===== src/rtl/truth_table_sampler.sv =====
// Sweeps every input pattern through a combinational circuit, records its output
// per pattern and compares the result against a golden truth table.
module truth_table_sampler #(
    parameter int NUM_PI = 4,
    parameter int SETTLE = 1
) (
    input  logic                     clk,
    input  logic                     rst_n,
    input  logic                     start,
    input  logic [(1<<NUM_PI)-1:0]   expected_tt,
    output logic [NUM_PI-1:0]        pi,
    input  logic                     po,
    output logic                     busy,
    output logic [(1<<NUM_PI)-1:0]   tt_out,
    output logic                     tt_valid,
    input  logic                     tt_ready,
    output logic [NUM_PI:0]          mismatch_cnt,
    output logic                     match
);

    localparam int TT_W = 1 << NUM_PI;
    localparam logic [NUM_PI-1:0] PI_LAST = '1;
    localparam logic [3:0] SETTLE_LAST = (SETTLE == 0) ? 4'd0 : 4'(SETTLE - 1);

    typedef enum logic [1:0] {
        ST_IDLE,
        ST_SETTLE,
        ST_SAMPLE,
        ST_HOLD
    } state_t;

    state_t              state, state_n;
    logic [TT_W-1:0]     exp_q, exp_n;
    logic [TT_W-1:0]     tt_out_n;
    logic [NUM_PI-1:0]   pi_n;
    logic [3:0]          settle_cnt, settle_cnt_n;
    logic [NUM_PI:0]     mismatch_n;
    logic                match_n;
    logic                busy_n;
    logic                tt_valid_n;
    logic                diff;

    always_ff @(posedge clk or negedge rst_n) begin
        if (!rst_n) begin
            state        <= ST_IDLE;
            exp_q        <= '0;
            pi           <= '0;
            settle_cnt   <= '0;
            busy         <= 1'b0;
            tt_out       <= '0;
            tt_valid     <= 1'b0;
            mismatch_cnt <= '0;
            match        <= 1'b0;
        end else begin
            state        <= state_n;
            exp_q        <= exp_n;
            pi           <= pi_n;
            settle_cnt   <= settle_cnt_n;
            busy         <= busy_n;
            tt_out       <= tt_out_n;
            tt_valid     <= tt_valid_n;
            mismatch_cnt <= mismatch_n;
            match        <= match_n;
        end
    end

    // Every output is a flop fed from the next-state values computed here.
    always_comb begin
        state_n      = state;
        exp_n        = exp_q;
        pi_n         = pi;
        settle_cnt_n = settle_cnt;
        tt_out_n     = tt_out;
        mismatch_n   = mismatch_cnt;
        match_n      = match;
        diff         = 1'b0;

        case (state)
            ST_IDLE: begin
                if (start) begin
                    exp_n        = expected_tt;
                    tt_out_n     = '0;
                    mismatch_n   = '0;
                    match_n      = 1'b0;
                    pi_n         = '0;
                    settle_cnt_n = '0;
                    state_n      = (SETTLE == 0) ? ST_SAMPLE : ST_SETTLE;
                end
            end
            ST_SETTLE: begin
                if (settle_cnt == SETTLE_LAST) begin
                    settle_cnt_n = '0;
                    state_n      = ST_SAMPLE;
                end else begin
                    settle_cnt_n = settle_cnt + 4'd1;
                end
            end
            ST_SAMPLE: begin
                diff         = po ^ exp_q[pi];
                tt_out_n[pi] = po;
                mismatch_n   = mismatch_cnt + {{NUM_PI{1'b0}}, diff};
                if (pi == PI_LAST) begin
                    match_n = (mismatch_n == '0);
                    state_n = ST_HOLD;
                end else begin
                    pi_n    = pi + 1'b1;
                    state_n = (SETTLE == 0) ? ST_SAMPLE : ST_SETTLE;
                end
            end
            ST_HOLD: begin
                // Start is deliberately not looked at here, even on the transfer cycle.
                if (tt_ready) begin
                    pi_n    = '0;
                    match_n = 1'b0;
                    state_n = ST_IDLE;
                end
            end
            default: begin
                state_n = ST_IDLE;
            end
        endcase

        busy_n     = (state_n == ST_SETTLE) || (state_n == ST_SAMPLE);
        tt_valid_n = (state_n == ST_HOLD);
    end

endmodule


===== config.mk =====
export PLATFORM = sky130hd
export DESIGN_NAME = truth_table_sampler
export DESIGN_NICKNAME = d
export VERILOG_FILES = /design/src/rtl/truth_table_sampler.sv
export SDC_FILE = /design/constraint.sdc
export NUM_CORES = 1
export LEC_CHECK = 0
export CORE_ASPECT_RATIO = 0.7
export CORE_UTILIZATION = 55
export CTS_CLUSTER_DIAMETER = 120
export DETAILED_ROUTE_END_ITERATION = 12
export PLACE_DENSITY = 0.84
export SLEW_MARGIN = 30
export SYNTH_ARGS = -nofsm -noshare
export SYNTH_HDL_FRONTEND = slang
export SYNTH_SLANG_ARGS = --single-unit

===== constraint.sdc =====
create_clock -name clk -period 5.05 [get_ports clk]
set_input_delay 1.515 -clock clk [delete_from_list [all_inputs] [get_ports clk]]
set_output_delay 1.515 -clock clk [all_outputs]
set_load 0.005 [all_outputs]

# After elaboration in Yosys (flattened, before gate mapping)
# Index checks and enable logic that the tools add are counted.
# W data, S select, Z words.
# op_classes
n_addsub,3
magnitude_cmp,2
mux,24
bitwise_logic,1
shift,0
eq_ne,11
reduce_logical,13
div_mod_pow,0
n_mul,0
# ops
operator,count
$pmux W16 S2,1
$bwmux W16,1
$mux W16,1
$mux W4,4
$pmux W4 S3,1
$pmux W5 S2,1
$add A4 B1 Y4 const B,2
$eq A2 B2 Y1 const B,4
$mux W2,4
$ne A2 B2 Y1 const B,4
$pmux W2 S4,1
$pmux W4 S2,1
$reduce_and A4 Y1,2
$reduce_and A2 Y1,3
$add A5 B1 Y5,1
$logic_not A5 Y1,1
$lt A4 B5 Y1 const B,1
$mux W1,5
$mux W5,1
$bmux W1 S4,1
$demux W1 S4,1
$eq A2 B1 Y1 const B,2
$eq A4 B4 Y1 const B,1
$ge A4 B1 Y1 const B,1
other kinds (8),9
# totals
regBits,50
memories,0
romBits,0
word_cells,63
output_inout_bits,28
mem_bits_rw,0
latch_bits,0
inputBits,21

# Depth between registers and ports, before layout
# logic_depth
ltp_word,7
depth_mapped,11
ltp_nobuf,10

# Worst setup path before layout
# Ideal clock, no wire load.
# synth_path
kind,input port to flip-flop
start,input port po
end,register match
setup_slack_ns,2.060
setup_ns,0.125
n_path_buf,1
required_time_ns,4.925
arrival_ns,2.865
path_stages,8
path_cell_list,clkbuf_1 > xnor2_1 > ha_1 > ha_1 > nand3_1 > xor2_1 > and3_1 > mux2_2
# synth_via
elab_chain_cells,5
# synth_rtl
item,line_no,text
"start, declared",12,"input logic po,"
$xor A1 B1 Y1,99,diff = po ^ exp_q[pi];
$add A5 B1 Y5,101,"mismatch_n = mismatch_cnt + {{NUM_PI{1'b0}}, diff};"
$logic_not A5 Y1,103,match_n = (mismatch_n == '0);
$mux W1,102,if (pi == PI_LAST) begin
$pmux W1 S3,78,case (state)
"end signal, assigned",63,match <= match_n;
"end, declared",18,output logic match
# No other way between the ends. The select of a mux whose other input is x is not followed.
# A chain may end at the register's enable or synchronous reset.

# Final worst setup path
# Ends and elaborated chain as after synthesis.

==> results.json <==
{
  "slew_headroom": 0.495,
  "hp-start": "exp_q[11]$_DFFE_PN0P_",
  "cts_buffer_depth": 2,
  "ys_seq_area_frac": 0.504,
  "reg2reg_depth": 10,
  "drv_cap": 0,
  "cp_cell_sequence": "clkdlybuf4s50_1, xnor2_1, ha_1, ha_1, nand3_1, xor2_1, and3_1, mux2_2",
  "slowest_stage": "clkdlybuf4s50_1",
  "die_w_um": 82.3,
  "ys_ff_latch": 50,
  "rr_startpoint": "pi[0]$_DFFE_PN0P_",
  "worstHoldPathType": "register to register",
  "worstMarginPinSlew_ns": 0.758,
  "placed_area_mm2": 0.00297,
  "synth_ff_type": "dfrtp_1",
  "switching_share": 0.364,
  "min_period_ns": 3.45,
  "setup_tns_ns": 0,
  "fillers": 335,
  "track_usage": 0.247,
  "status": "finished, final reports clean",
  "htree_num_levels": 2,
  "yosys-top-cells-count": "nand2_1 (82), dfrtp_1 (50), clkbuf_1 (15), nand4_1 (15), nand3_1 (13)",
  "cts_resized": 0,
  "fin_crit_sh": 0.684,
  "first_iter_violations": 123,
  "p_switching_uw": 505,
  "crit_path_end_kind": "register",
  "worst_ep_arrival_time_ns": 3.65,
  "p_comb_frac": 0.378,
  "synth-edff-count": 0,
  "grt_pass1_vias": 1892,
  "syn_area_per_cell_um2": 9.54,
  "grt_antenna_before_repair": 0,
  "register_area_mm2": 0.00125,
  "power_leakage_uw": 0.00145,
  "io_pins": 49,
  "async_reset_ff_frac": 1.00,
  "max_stage_delay_ns": 0.86,
  "syn_to_final_growth_pct": 23.4,
  "p_per_area_mw_per_mm2": 452,
  "power.internal_uw": 880,
  "cts_sinks": 50,
  "core_mm2": 0.00433,
  "rsz0062_at_grt": "no",
  "route.detailed.drc": 0,
  "synth_cells": 260,
  "via_per_inst": 5.74,
  "crit_required_ns": 5.25,
  "multi_input_area_mm2": 0.00114,
  "ir_drop_mv": 0.251,
  "crit_family": "buffers and inverters",
  "cts_made_buffers": 5,
  "rows": 20,
  "post_cts_buffers": 0,
  "num_antenna_cells": 0,
  "die_area_mm2": 0.00479,
  "drtPass1Iterations": 8,
  "crit_cells": 8,
  "routed_wl_um": 5160,
  "finalClockSkew_ns": 0.00941,
  "gp_congestion": 0.827,
  "fmax_mhz": 290,
  "start_util": 0.573,
  "power_frac_clock": 0.173,
  "dpl.hpwl_um": 3630,
  "cts_tree": "done",
  "synth_area_leader_cell": "dfrtp_1",
  "hold_path_end": "exp_q[11]$_DFFE_PN0P_",
  "path_clk_slew_ns": 0.09,
  "cp_max_fo": 17,
  "detail-route-antenna-nets": 0,
  "r2r-end": "match$_DFFE_PN0P_",
  "holdPathStages": 2,
  "io_buffer_count": 48,
  "die_h_um": 58.2,
  "grt-ovfl-total": 0,
  "seqPwrFrac": 0.449,
  "regToRegSetupSlack_ns": 2.04,
  "grt_pass1_wl_um": 8830,
  "fin_area_mm2": 0.00306,
  "grt_start_max_net_pins": 51,
  "drive_gt1_frac": 0.0631,
  "final_hold_viol_count": 0,
  "yosysMostFrequentCell": "nand2_1",
  "wl_per_cell_um": 14.5,
  "synth_top_area_share": 0.504,
  "worstSetupStartpointType": "input port",
  "ys_warn_count": 0,
  "synthTopCellsByArea": "dfrtp_1 (50%), nand2_1 (12%), ha_1 (4.5%)",
  "slew_violations": 0,
  "syn_nets": 290,
  "crit_buf_inv": 1,
  "vias": 2045,
  "hold_buffers": 0,
  "setup_viol": 0,
  "yosys.cell_types.count": 36,
  "cts_root_buf": "clkbuf_8",
  "crit_top_cell": "ha_1",
  "pre_cts_slack_ns": 1.32,
  "worstSetupPathType": "input port to register",
  "clk_latency_ns": 0.30,
  "finalNetCount": 330,
  "synth_area_mm2": 0.00248,
  "fin_ws_ns": 1.60
}
-- power groups by stage --
stage,Clock [uW],Combinational (uW),Sequential [uW]
after floorplan,0,378,576
after global placement,0,504,621
after detailed placement,0,522,628
after CTS,242,525,621
after global routing,259,587,641
final,240,523,621
-- how the worst max path moves through the flow --
stage / from / endpoint / slack, ns
after floorplan: po / match$_DFFE_PN0P_ / 2.06
final: po / match$_DFFE_PN0P_ / 1.60
after CTS: po / match$_DFFE_PN0P_ / 1.63
after detailed placement: po / match$_DFFE_PN0P_ / 1.32
after global placement: po / match$_DFFE_PN0P_ / 1.42
after global routing: po / match$_DFFE_PN0P_ / 1.48
-- metrics by stage --
stage,power (uW),hold WS [ns],cells,util
floorplan,954,0.437,260,-
global placement,1130,0.454,348,0.686
detailed placement,1150,0.461,348,0.686
CTS,1390,0.484,356,0.707
global route,1490,0.511,356,0.707
finish,1380,0.479,356,0.707
-- area by class of cell --
cell class	count	share of cell area
sequential	50	0.409
clock inverter	1	0.00163
tap	55	0.0225
multi-input combinational	188	0.372
inverter	5	0.00613
clock buffer	7	0.0282
timing repair buffer	50	0.161
-- cells in the final DEF (no fill, tap or decap), drive strengths merged, types with 5 or more instances in the layout --
master	n
nand4	15
ha	9
dfrtp	50
clkdlybuf4s50	47
o211ai	12
nand3	13
nand2	82
clkbuf	7
inv	5
nor2	5
o21ai	8
-- worst register-to-register path, cell delays in order, from the launching register on --
cell	delay (ns)
dfrtp_1	0.64
mux4_2	0.56
a22o_1	0.22
a221oi_2	0.24
xnor2_1	0.16
ha_1	0.20
ha_1	0.21
nand3_1	0.11
xor2_1	0.16
and3_1	0.15
mux2_2	0.25
-- metal layers --
metal	vias up	wire length, um	GRT usage
met5	-	0	0
met4	0	53	0.0602
met3	7	330	0.0535
met2	77	2310	0.394
met1	974	2460	0.346
li1	987	-	-
-- kinds of logic after synthesis --
group / Yosys count / share of synthesized area
XOR/XNOR: 6 / 0.0212
AND/OR/NAND/NOR: 131 / 0.239
adder cells (fa/ha/maj): 9 / 0.0454
flip-flops: 50 / 0.504
AO/OA/AOI/OAI: 35 / 0.101
multiplexers: 7 / 0.0519
buffers and inverters: 22 / 0.0368
-- sequential cells by signal, summed over array words and instances (netlist names) --
register and cells:
pi 4, state 2, exp_q 16, match 1
tt_out 16, settle_cnt 4, tt_valid 1, busy 1
mismatch_cnt 5
Power figures use the tool's default switching activity.
